$ cat src/rtl/rsa_stream_sequencer.sv
// Stream front end for crypto_rsa: range-checks plaintext against the modulus,
// sequences the core's load/encrypt pulses, and returns ciphertext or an error.
module rsa_stream_sequencer #(
    parameter int          WIDTH   = 32,
    parameter int          TO_W    = 16,
    parameter int unsigned TIMEOUT = 32'h0000_FFFF
) (
    input  logic             clk,
    input  logic             reset_n,
    input  logic [WIDTH-1:0] cfg_key,
    input  logic [WIDTH-1:0] cfg_n,
    input  logic             cfg_we,
    input  logic             in_valid,
    output logic             in_ready,
    input  logic [WIDTH-1:0] in_data,
    output logic             out_valid,
    input  logic             out_ready,
    output logic [WIDTH-1:0] out_data,
    output logic             out_err,
    output logic             busy,
    output logic             core_reset,
    output logic             core_load,
    output logic             core_encrypt,
    output logic [WIDTH-1:0] core_key,
    output logic [WIDTH-1:0] core_n,
    output logic [WIDTH-1:0] core_plaintext,
    input  logic             core_ready,
    input  logic [WIDTH-1:0] core_ciphertext
);

    localparam logic [TO_W-1:0] TO_LAST = TO_W'(TIMEOUT - 1);

    typedef enum logic [2:0] {
        S_IDLE,
        S_LOAD,
        S_GAP,
        S_ENC,
        S_WAIT,
        S_OUT
    } state_e;

    state_e           state_q, state_d;
    logic [WIDTH-1:0] key_q, key_d;
    logic [WIDTH-1:0] n_q, n_d;
    logic [WIDTH-1:0] pt_q, pt_d;
    logic [WIDTH-1:0] out_data_q, out_data_d;
    logic             out_err_q, out_err_d;
    logic [TO_W-1:0]  to_cnt_q, to_cnt_d;
    logic             cfg_ok_q, cfg_ok_d;
    logic             to_rst_q, to_rst_d;

    always_ff @(posedge clk or negedge reset_n) begin
        if (!reset_n) begin
            state_q    <= S_IDLE;
            key_q      <= '0;
            n_q        <= '0;
            pt_q       <= '0;
            out_data_q <= '0;
            out_err_q  <= 1'b0;
            to_cnt_q   <= '0;
            cfg_ok_q   <= 1'b0;
            to_rst_q   <= 1'b0;
        end else begin
            state_q    <= state_d;
            key_q      <= key_d;
            n_q        <= n_d;
            pt_q       <= pt_d;
            out_data_q <= out_data_d;
            out_err_q  <= out_err_d;
            to_cnt_q   <= to_cnt_d;
            cfg_ok_q   <= cfg_ok_d;
            to_rst_q   <= to_rst_d;
        end
    end

    // Configuration write takes priority over a plaintext offer in IDLE.
    assign in_ready = (state_q == S_IDLE) && cfg_ok_q && !cfg_we;

    always_comb begin
        state_d    = state_q;
        key_d      = key_q;
        n_d        = n_q;
        pt_d       = pt_q;
        out_data_d = out_data_q;
        out_err_d  = out_err_q;
        to_cnt_d   = to_cnt_q;
        cfg_ok_d   = cfg_ok_q;
        to_rst_d   = 1'b0;

        case (state_q)
            S_IDLE: begin
                if (cfg_we) begin
                    key_d    = cfg_key;
                    n_d      = cfg_n;
                    cfg_ok_d = (cfg_n >= WIDTH'(2));
                end else if (in_valid && cfg_ok_q) begin
                    pt_d = in_data;
                    if (in_data >= n_q) begin
                        out_data_d = '0;
                        out_err_d  = 1'b1;
                        state_d    = S_OUT;
                    end else begin
                        state_d = S_LOAD;
                    end
                end
            end
            S_LOAD: state_d = S_GAP;
            S_GAP:  state_d = S_ENC;
            S_ENC: begin
                to_cnt_d = '0;
                state_d  = S_WAIT;
            end
            S_WAIT: begin
                to_cnt_d = to_cnt_q + TO_W'(1);
                // First WAIT cycle masks a ready left over from the previous word.
                if ((to_cnt_q != '0) && core_ready) begin
                    out_data_d = core_ciphertext;
                    out_err_d  = 1'b0;
                    state_d    = S_OUT;
                end else if (to_cnt_q == TO_LAST) begin
                    out_data_d = '0;
                    out_err_d  = 1'b1;
                    to_rst_d   = 1'b1;
                    state_d    = S_OUT;
                end
            end
            S_OUT: begin
                if (out_ready) begin
                    state_d = S_IDLE;
                end
            end
            default: state_d = S_IDLE;
        endcase
    end

    assign out_valid      = (state_q == S_OUT);
    assign out_data       = out_data_q;
    assign out_err        = out_err_q;
    assign busy           = (state_q != S_IDLE);
    assign core_reset     = !reset_n || to_rst_q;
    assign core_load      = (state_q == S_LOAD);
    assign core_encrypt   = (state_q == S_ENC);
    assign core_key       = key_q;
    assign core_n         = n_q;
    assign core_plaintext = pt_q;

endmodule

$ cat config.mk
export PLATFORM = sky130hd
export DESIGN_NAME = rsa_stream_sequencer
export DESIGN_NICKNAME = d
export VERILOG_FILES = /design/src/rtl/rsa_stream_sequencer.sv
export SDC_FILE = /design/constraint.sdc
export NUM_CORES = 1
export LEC_CHECK = 0
export CAP_MARGIN = 20
export CORE_MARGIN = 5
export CORE_UTILIZATION = 40
export CTS_CLUSTER_DIAMETER = 200
export DETAILED_ROUTE_END_ITERATION = 12
export GPL_ROUTABILITY_DRIVEN = 1
export PLACE_DENSITY = 0.88
export SYNTH_ARGS = -nofsm -noshare
export SYNTH_HDL_FRONTEND = slang
export SYNTH_SLANG_ARGS = --single-unit
export TNS_END_PERCENT = 30
$ cat constraint.sdc
create_clock -name clk -period 2.3 [get_ports clk]
set_clock_uncertainty 0.05 [all_clocks]
set_input_delay 0.575 -clock clk [delete_from_list [all_inputs] [get_ports clk]]
set_output_delay 0.575 -clock clk [all_outputs]
set_load 0.05 [all_outputs]
==> results of run 1 <==
## routing by layer
layer	vias up	track usage	wire, um
li1	2945	-	-
met1	3013	0.264	8800
met2	268	0.376	11000
met4	2	0.0735	603
met3	45	0.0897	2260
met5	-	0	11
## metrics by stage
stage | TNS (ns) | cells
global placement | -19.33 | 1143
finish | -2.63 | 1190
CTS | -0.710 | 1189
global route | -6.09 | 1190
floorplan | -0.0480 | 644
detailed placement | -21.70 | 1143
## flip-flops by register name, indices dropped and copies added, names as in the netlist
register / flops
core_key: 32
cfg_ok_q: 1
out_err: 1
out_data: 32
to_cnt_q: 16
state_q: 3
core_plaintext: 32
to_rst_q: 1
core_n: 32
## worst max-delay path, stage by stage
cell and delay [ns]:
sky130_fd_sc_hd__clkdlybuf4s15_1 0.23, sky130_fd_sc_hd__ha_4 0.29, sky130_fd_sc_hd__nand4_1 0.17, sky130_fd_sc_hd__nor3_4 0.25
sky130_fd_sc_hd__or4b_4 0.50, sky130_fd_sc_hd__a31oi_4 0.21, sky130_fd_sc_hd__buf_6 0.14, sky130_fd_sc_hd__buf_6 0.12
sky130_fd_sc_hd__buf_12 0.13, sky130_fd_sc_hd__o21ai_2 0.05
## power groups by stage
stage / Sequential, mW / Clock, mW / Combinational, mW
floorplan: 8.47 / 0 / 2.72
global placement: 4.55 / 0 / 10.4
detailed placement: 4.63 / 0 / 10.6
CTS: 4.61 / 2.70 / 10.8
global route: 4.79 / 2.84 / 11.5
finish: 4.62 / 2.66 / 10.8
## worst paths after layout
kind	slack (ns)	cells past startpoint	to	from
worst max-delay path	-0.13	10	out_data[9]	in_data[13]
worst min-delay path	0.17	2	to_rst_q	reset_n
worst max register to register	-0.12	10	out_data[9]	core_n[13]
worst min register to register	0.45	1	core_plaintext[16]	core_plaintext[16]
max in group asynchronous	1.23	2	core_n[28]	reset_n
min in group clk	0.45	1	core_plaintext[16]	core_plaintext[16]
## cells by family (layout without fill, tap and decap cells)
group | count (synthesis) | after routing
DFF | 150 | 150
buffers and inverters | 75 | 396
adders and majority gates | 35 | 35
and+or+nand+nor | 159 | 159
muxes | 65 | 65
AOI/OAI and AO/OA | 160 | 160
## cell usage in the layout, fill, tap and decap left out, drive strengths merged, types with 14 or more instances in the layout
master | Yosys | layout
a21oi | 20 | 20
a22oi | 33 | 33
buf | 21 | 70
clkbuf | 13 | 20
clkdlybuf4s50 | 0 | 222
dfrtp | 150 | 150
dlygate4sd2 | 0 | 22
ha | 35 | 35
inv | 41 | 41
mux2 | 65 | 65
nand2 | 53 | 53
nand3 | 45 | 45
nand4 | 14 | 14
nor2 | 18 | 18
o21ai | 84 | 84
## repair_timing
item	4_1_cts	5_1_grt
pin swaps	13	14
hold buffers	0	0
resized for setup	57	29
gates cloned	3	0
buffers inserted	11	3
endpoints found under the setup margin	35	41
## cell type report
| cell class | count | area, um2 | area share |
|---|---|---|---|
| Tap cell | 225 | 282 | 0.0252 |
| Inverter | 41 | 154 | 0.0138 |
| Timing Repair Buffer | 323 | 3300 | 0.295 |
| Multi-Input combinational cell | 419 | 3110 | 0.278 |
| Clock inverter | 12 | 105 | 0.00940 |
| Clock buffer | 20 | 457 | 0.0408 |
| Sequential cell | 150 | 3780 | 0.338 |
==> impl_metrics.yaml, run 1 <==
run_status:
  run_status: "finished, violations left"
  failing_checks: "negative setup slack"
global_route:
  global_route_wire_length_before_repair_mm: 35.5
  first_global_vias: 6635
  grt_max_degree: 151
  antenna_found_initial: 2
  grt.overflow.total: 0
  grt.total_usage: 0.224
cts:
  cts-root-to-sink-buffers: 2
  clock_sink_total: 150
  cts_root_buffer: "sky130_fd_sc_hd__clkbuf_16"
  clkLatencyLatePin_ns: 0.43
  cts_max_level: 4
  clk_pin_slew_ns: 0.06
  cts_tree: "done"
  cts-buffers-inserted: 17
sta:
  timing.final.max_slew_violations: 0
  fin_hold_ws_ns: 0.175
  fin_ws_ns: -0.129
  worstMarginPinSlew_ns: 0.918
  timing.slew.headroom: 0.388
  rsz0062_at_grt: "true"
  period_share: 1.06
  setup_viol: 34
  fmax_mhz: 412
  timing.final.hold_violations: 0
  finalWorstPathRequiredPeriod_ns: 2.43
floorplanning:
  die-width_um: 142
  standard_cell_rows: 48
  die_area_um2: 20300
  floorplan.io_pins: 269
  starting_density_of_the_core: 0.407
  chipHeight_um: 142
  floorplan.core_area_um2: 17200
layout:
  diodes: 0
  drive_above_1_share: 0.233
  fillerInstances: 1272
  nNetsFinal: 1121
  postLayoutCoreUtil: 0.649
  fin_area_um2: 11200
  syn2layout_area_growth_pct: 59.3
placed_design:
  gpl.final_weighted_congestion: 0.853
  place_hpwl_mm: 16.7
  placement.setup.worst_slack_ns: -0.683
  placement_stage_cell_area_um2: 10300
  io_buffer_count: 268
logic_synthesis:
  post_synth.cell_area_avg_um2: 10.9
  post-synth-top-area-cell: "sky130_fd_sc_hd__dfrtp_1"
  synth_fp_nets: 813
  post_synth_instance_area_um2: 7020
  synth_async_sr_flop_share: 1.00
  yosys.cell_types.count: 44
  syn_inst: 644
  synth_compound_area_frac: 0.139
  yosys-mux-area-fraction: 0.104
  synth_top_family_by_area: "compound AO/OA/AOI/OAI gates"
  synthFlopType: "sky130_fd_sc_hd__dfrtp_1"
  ys_top_cells_by_area: "sky130_fd_sc_hd__dfrtp_1, sky130_fd_sc_hd__mux2_2, sky130_fd_sc_hd__ha_1, sky130_fd_sc_hd__o21ai_0, sky130_fd_sc_hd__a22oi_1"
  synth_warnings: 0
  post-synth-top-count-cell: "sky130_fd_sc_hd__dfrtp_1"
  synth.ff_latch_count: 150
  post_synth_fa_ha_maj_area_fraction: 0.0624
  simple_gate_share_of_the_synthesized_area: 0.113
  synth_xor_xnor_area_share: 0
  leading_post_synthesis_cells_by_instance_count: "sky130_fd_sc_hd__dfrtp_1, sky130_fd_sc_hd__o21ai_0, sky130_fd_sc_hd__mux2_2, sky130_fd_sc_hd__nand2_1, sky130_fd_sc_hd__nand3_1"
  netlist.area_leader.share: 0.535
  ys_seq_area_frac: 0.535
  synth_enable_flop_cells: 0
power_and_ir_drop:
  internal_power_mw: 9.45
  power_mw: 18.1
  switching_share: 0.479
  ir_drop_mv: 1.15
  netSwitchingPower_mw: 8.67
  powerDensity_nw_per_um2: 1620
  comb_power_share: 0.598
  power.share.clock: 0.147
  power_leakage_nw: 4.80
  power.sequential.fraction: 0.255
min_path:
  hp-class: "input port to asynchronous set/reset pin"
route:
  detail-route-antenna-nets: 0
  via_count: 6273
  drc: 0
  vias_per_cell: 5.27
  post_drt_wl_per_cell_um: 19.0
  detailedRoute.firstPassIterationCount: 4
  initialDrtViolationCount: 335
  post_detailed_routing_wire_length_mm: 22.7
setup_path:
  path_max_fanout: 5
  timing.critical_path.arrival_ns: 2.67
  critPathRequiredTime_ns: 2.54
  path_class: "input port to register"
  setup.worst_path.end_class: "register"
  startpoint_type: "input port"
flow_run:
  cap_violations: 0
No activity file was read; power rests on OpenSTA's default activity.
==> inputs of run 2 (changes only) <==
- GPL_TIMING_DRIVEN: not set -> 0
- SLEW_MARGIN: not set -> 20
==> impl_metrics.yaml, run 2 (synthesis results as in run 1) <==
power_and_ir_drop:
  power_mw: 18.3
  power.share.clock: 0.153
  power_leakage_nw: 4.82
  powerDensity_nw_per_um2: 1640
  power.sequential.fraction: 0.254
  switching_share: 0.487
  ir_drop_mv: 1.19
  netSwitchingPower_mw: 8.92
  comb_power_share: 0.593
  internal_power_mw: 9.39
floorplanning:
  die-width_um: 142
  chipHeight_um: 142
  die_area_um2: 20300
  starting_density_of_the_core: 0.407
  floorplan.core_area_um2: 17200
  standard_cell_rows: 48
  floorplan.io_pins: 269
sta:
  fmax_mhz: 408
  finalWorstPathRequiredPeriod_ns: 2.45
  worstMarginPinSlew_ns: 0.604
  timing.final.max_slew_violations: 0
  fin_ws_ns: -0.153
  setup_viol: 34
  timing.final.hold_violations: 0
  period_share: 1.07
  rsz0062_at_grt: "true"
  timing.slew.headroom: 0.597
cts:
  clock_sink_total: 150
  clk_pin_slew_ns: 0.06
  cts-root-to-sink-buffers: 2
  cts_root_buffer: "sky130_fd_sc_hd__clkbuf_16"
  cts_hold_repair_buffers: 0
  cts-buffers-inserted: 17
  clkLatencyLatePin_ns: 0.43
  cts_max_level: 4
  cts_tree: "done"
route:
  post_detailed_routing_wire_length_mm: 23.9
  vias_per_cell: 5.44
  initialDrtViolationCount: 343
  post_drt_wl_per_cell_um: 20.2
  detail-route-antenna-nets: 0
  drc: 0
  detailedRoute.firstPassIterationCount: 8
  via_count: 6444
setup_path:
  critPathRequiredTime_ns: 2.55
  setup.worst_path.end_class: "register"
  path_class: "input port to register"
  timing.critical_path.buf_inv: 5
  source_of_the_worst_register_to_register_timing_path: "core_n[13]"
  ff2ff_path_depth: 10
  worstSetupStartpoint: "in_data[29]"
  path_max_fanout: 5
  reg2reg_setup_slack_ns: -0.12
  cells_along_the_critical_path: "clkdlybuf4s50_1 -> ha_1 -> nand4_1 -> nor4_4 -> buf_4 -> nand2_2 -> a31oi_4 -> buf_12 -> buf_12 -> buf_8 -> o21ai_2"
  critical-path-top-delay-family: "buffers and inverters"
  startpoint_type: "input port"
  critical_path_s_largest_stage_delay_ns: 0.43
  crit_slowest_cell: "sky130_fd_sc_hd__clkdlybuf4s50_1"
  critPathMostFrequentCell: "sky130_fd_sc_hd__buf_12"
  regToRegEndpoint: "out_data[20]"
  worstSetupEndpoint: "out_data[20]"
  timing.critical_path.arrival_ns: 2.70
  critical_path_cell_count: 11
global_route:
  grt.overflow.total: 0
  first_global_vias: 6846
  grt.met3_usage: 0.102
  antenna_found_initial: 3
  global_route_wire_length_before_repair_mm: 37.1
  gr-max-usage-layer: "met2"
  grtUsageMet1: 0.266
  use_met2: 0.406
  grt_max_degree: 90
  grt.total_usage: 0.235
layout:
  nNetsFinal: 1114
  mostFrequentLayoutCell: "sky130_fd_sc_hd__clkdlybuf4s50_1"
  drive_above_1_share: 0.239
  fin_area_um2: 11200
  fillerInstances: 1308
  syn2layout_area_growth_pct: 59.4
  layout.cells.most_common_list: "sky130_fd_sc_hd__clkdlybuf4s50_1, sky130_fd_sc_hd__dfrtp_1, sky130_fd_sc_hd__mux2_2"
placed_design:
  place_hpwl_mm: 17.4
  gpl.final_weighted_congestion: 0.891
  io_buffer_count: 268
  placement.setup.worst_slack_ns: -1.09
  placement_stage_cell_area_um2: 10100
flow_run:
  cap_violations: 0
min_path:
  hp-class: "input port to asynchronous set/reset pin"
run_status:
  failing_checks: "negative setup slack"
  run_status: "finished, violations left"
## run 2: layout make-up
cell class                      instances  area, um2  area share
Clock inverter                         13        149      0.0133
Timing Repair Buffer                  284       2940       0.262
Multi-Input combinational cell        419       3260       0.291
Sequential cell                       150       3780       0.338
Antenna cell                            1       2.50    0.000224
Tap cell                              225        282      0.0252
Inverter                               41        154      0.0138
Buffer                                 32        184      0.0164
Clock buffer                           19        443      0.0396
## run 2: how the worst min path moves through the flow
stage / endpoint / cells after the start / startpoint
after global routing: out_data[2] / 1 / reset_n
after global placement: core_plaintext[1] / 1 / core_plaintext[1]
after floorplan: cfg_ok_q / 0 / reset_n
final: out_data[5] / 1 / reset_n
after detailed placement: core_plaintext[28] / 1 / core_plaintext[28]
after CTS: out_data[5] / 1 / reset_n
## run 2: per-layer routing
metal	routed length, um	vias up
li1	-	2951
met1	8920	3170
met2	12100	280
met3	2430	39
met4	470	4
met5	34	-
## run 2: through the flow
stage	std cells	util	TNS [ns]	hold WS, ns
floorplan	644	-	-0.0480	0.229
global placement	1137	0.582	-924.35	0.438
detailed placement	1138	0.584	-65.11	0.442
CTS	1183	0.643	-1.66	0.0592
global route	1184	0.649	-6.91	0.0740
finish	1184	0.649	-3.82	0.0340
## run 2: power by group through the flow
stage / clock network (mW) / registers (mW) / logic (mW)
6_report: 2.80 / 4.65 / 10.9
5_1_grt: 2.98 / 4.82 / 11.5
4_1_cts: 2.86 / 4.63 / 10.7
3_5_place_dp: 0 / 4.65 / 10.2
3_3_place_gp: 0 / 4.57 / 10.0
2_1_floorplan: 0 / 8.47 / 2.72
## run 2: repair_timing
item                                    CTS  global route
endpoints found under the setup margin   86            74
buffers inserted                          9             3
gates cloned                              4             0
gates resized for setup                 129            48
pin swaps                                39            18
==> inputs of run 3 (changes only) <==
- CAP_MARGIN: 20 -> not set
- CORE_MARGIN: 5 -> not set
==> impl_metrics.yaml, run 3 (synthesis results as in run 1) <==
setup_path:
  ff2ff_path_depth: 10
  setup.worst_path.end_class: "register"
  reg2reg_setup_slack_ns: -0.15
  critPathRequiredTime_ns: 2.53
  source_of_the_worst_register_to_register_timing_path: "core_n[15]"
  startpoint_type: "input port"
  timing.critical_path.arrival_ns: 2.69
  path_class: "input port to register"
  path_max_fanout: 6
  regToRegEndpoint: "out_data[3]"
global_route:
  grt_max_degree: 87
  antenna_found_initial: 2
  grt.overflow.total: 0
  global_route_wire_length_before_repair_mm: 35.4
  first_global_vias: 6775
  grt.total_usage: 0.256
layout:
  postLayoutCoreUtil: 0.665
  drive_above_1_share: 0.265
  syn2layout_area_growth_pct: 63.2
  fillerInstances: 1255
  nNetsFinal: 1132
  mostFrequentLayoutCell: "sky130_fd_sc_hd__clkdlybuf4s50_1"
  layout.cells.most_common_list: "sky130_fd_sc_hd__clkdlybuf4s50_1, sky130_fd_sc_hd__dfrtp_1, sky130_fd_sc_hd__mux2_2"
route:
  detail-route-antenna-nets: 0
  post_drt_wl_per_cell_um: 19.3
  via_count: 6544
  post_detailed_routing_wire_length_mm: 23.2
  drc: 0
  vias_per_cell: 5.44
  detailedRoute.firstPassIterationCount: 6
  initialDrtViolationCount: 313
sta:
  timing.final.max_slew_violations: 0
  fin_ws_ns: -0.154
  setup_viol: 33
  worstMarginPinSlew_ns: 0.605
  timing.slew.headroom: 0.596
  fin_hold_ws_ns: -0.00788
  timing.final.hold_violations: 4
  period_share: 1.07
  tns_ns: -3.02
  rsz0062_at_grt: "true"
  finalWorstPathRequiredPeriod_ns: 2.45
  fmax_mhz: 407
cts:
  cts_tree: "done"
  cts_max_level: 4
  cts-buffers-inserted: 17
  cts_hold_repair_buffers: 0
  cts-root-to-sink-buffers: 2
  clk_pin_slew_ns: 0.06
  clock_sink_total: 150
  cts_root_buffer: "sky130_fd_sc_hd__clkbuf_16"
  clkLatencyLatePin_ns: 0.42
floorplanning:
  die_area_um2: 18100
  chipHeight_um: 134
  floorplan.io_pins: 269
  standard_cell_rows: 48
  die-width_um: 134
  starting_density_of_the_core: 0.407
  floorplan.core_area_um2: 17200
power_and_ir_drop:
  power_leakage_nw: 4.96
  powerDensity_nw_per_um2: 1650
  ir_drop_mv: 1.03
placed_design:
  gpl.final_weighted_congestion: 0.896
  place_hpwl_mm: 16.3
  io_buffer_count: 268
flow_run:
  cap_violations: 0
run_status:
  failing_checks: "negative hold slack, negative setup slack"
  run_status: "finished, violations left"
min_path:
  hp-class: "input port to asynchronous set/reset pin"
[run 3: where the power goes]
part | internal, mW | leakage (nW) | total, mW | switching, mW
combinational | 4.15 | 2.89 | 11.2 | 7.05
sequential | 3.86 | 1.77 | 4.65 | 0.791
clock | 1.86 | 0.309 | 3.02 | 1.16
[run 3: critical path: stages]
cell	delay (ns)
sky130_fd_sc_hd__clkdlybuf4s15_1	0.22
sky130_fd_sc_hd__ha_4	0.29
sky130_fd_sc_hd__nand4_1	0.16
sky130_fd_sc_hd__nor3_2	0.29
sky130_fd_sc_hd__or4b_4	0.51
sky130_fd_sc_hd__a31oi_4	0.17
sky130_fd_sc_hd__buf_12	0.16
sky130_fd_sc_hd__buf_12	0.11
sky130_fd_sc_hd__buf_16	0.11
sky130_fd_sc_hd__o21ai_4	0.06
[run 3: how the worst max path moves through the flow]
stage	startpoint	end	slack, ns	cells past startpoint
2_1_floorplan	core_n[15]	out_data[10]	-0.003	8
3_5_place_dp	in_data[30]	out_data[8]	-1.01	8
5_1_grt	to_cnt_q[0]	out_data[3]	-0.23	9
3_3_place_gp	reset_n	core_n[31]	-6.18	1
4_1_cts	core_n[14]	out_data[23]	-0.11	10
6_report	in_data[15]	out_data[3]	-0.15	10
[run 3: routing by layer]
| layer | part of all wire | track usage | up-vias |
|---|---|---|---|
| met5 | 0.00056 | 0 | - |
| met4 | 0.027 | 0.0955 | 2 |
| met3 | 0.084 | 0.0878 | 46 |
| met2 | 0.51 | 0.455 | 317 |
| met1 | 0.37 | 0.281 | 3205 |
| li1 | - | - | 2974 |
[run 3: cell type report]
type	count	area, um2	area share
clock buffer	19	443	0.0387
clock inverter	13	194	0.0169
tap	225	282	0.0246
inverter	41	154	0.0134
multi-input combinational	419	3330	0.290
antenna	1	2.50	0.000218
timing repair buffer	300	3060	0.267
sequential	150	3780	0.330
buffer	34	216	0.0189
[run 3: metrics by stage]
stage / area (um2) / worst slack [ns] / hold WS, ns / std cells / power (mW)
after global routing: 11500 / -0.225 / 0.00679 / 1202 / 19.8
after global placement: 10000 / -6.18 / 0.437 / 1137 / 14.5
after CTS: 11200 / -0.111 / 0.00907 / 1193 / 18.4
final: 11500 / -0.154 / -0.00788 / 1202 / 18.9
after floorplan: 7060 / -0.00323 / 0.229 / 644 / 11.2
after detailed placement: 10100 / -1.01 / 0.443 / 1138 / 14.8
[run 3: what timing repair did]
action | in CTS | in global routing
pin swaps | 29 | 27
endpoints found under the setup margin | 83 | 73
buffers inserted | 21 | 9
resized for setup | 127 | 56
cloned | 2 | 1
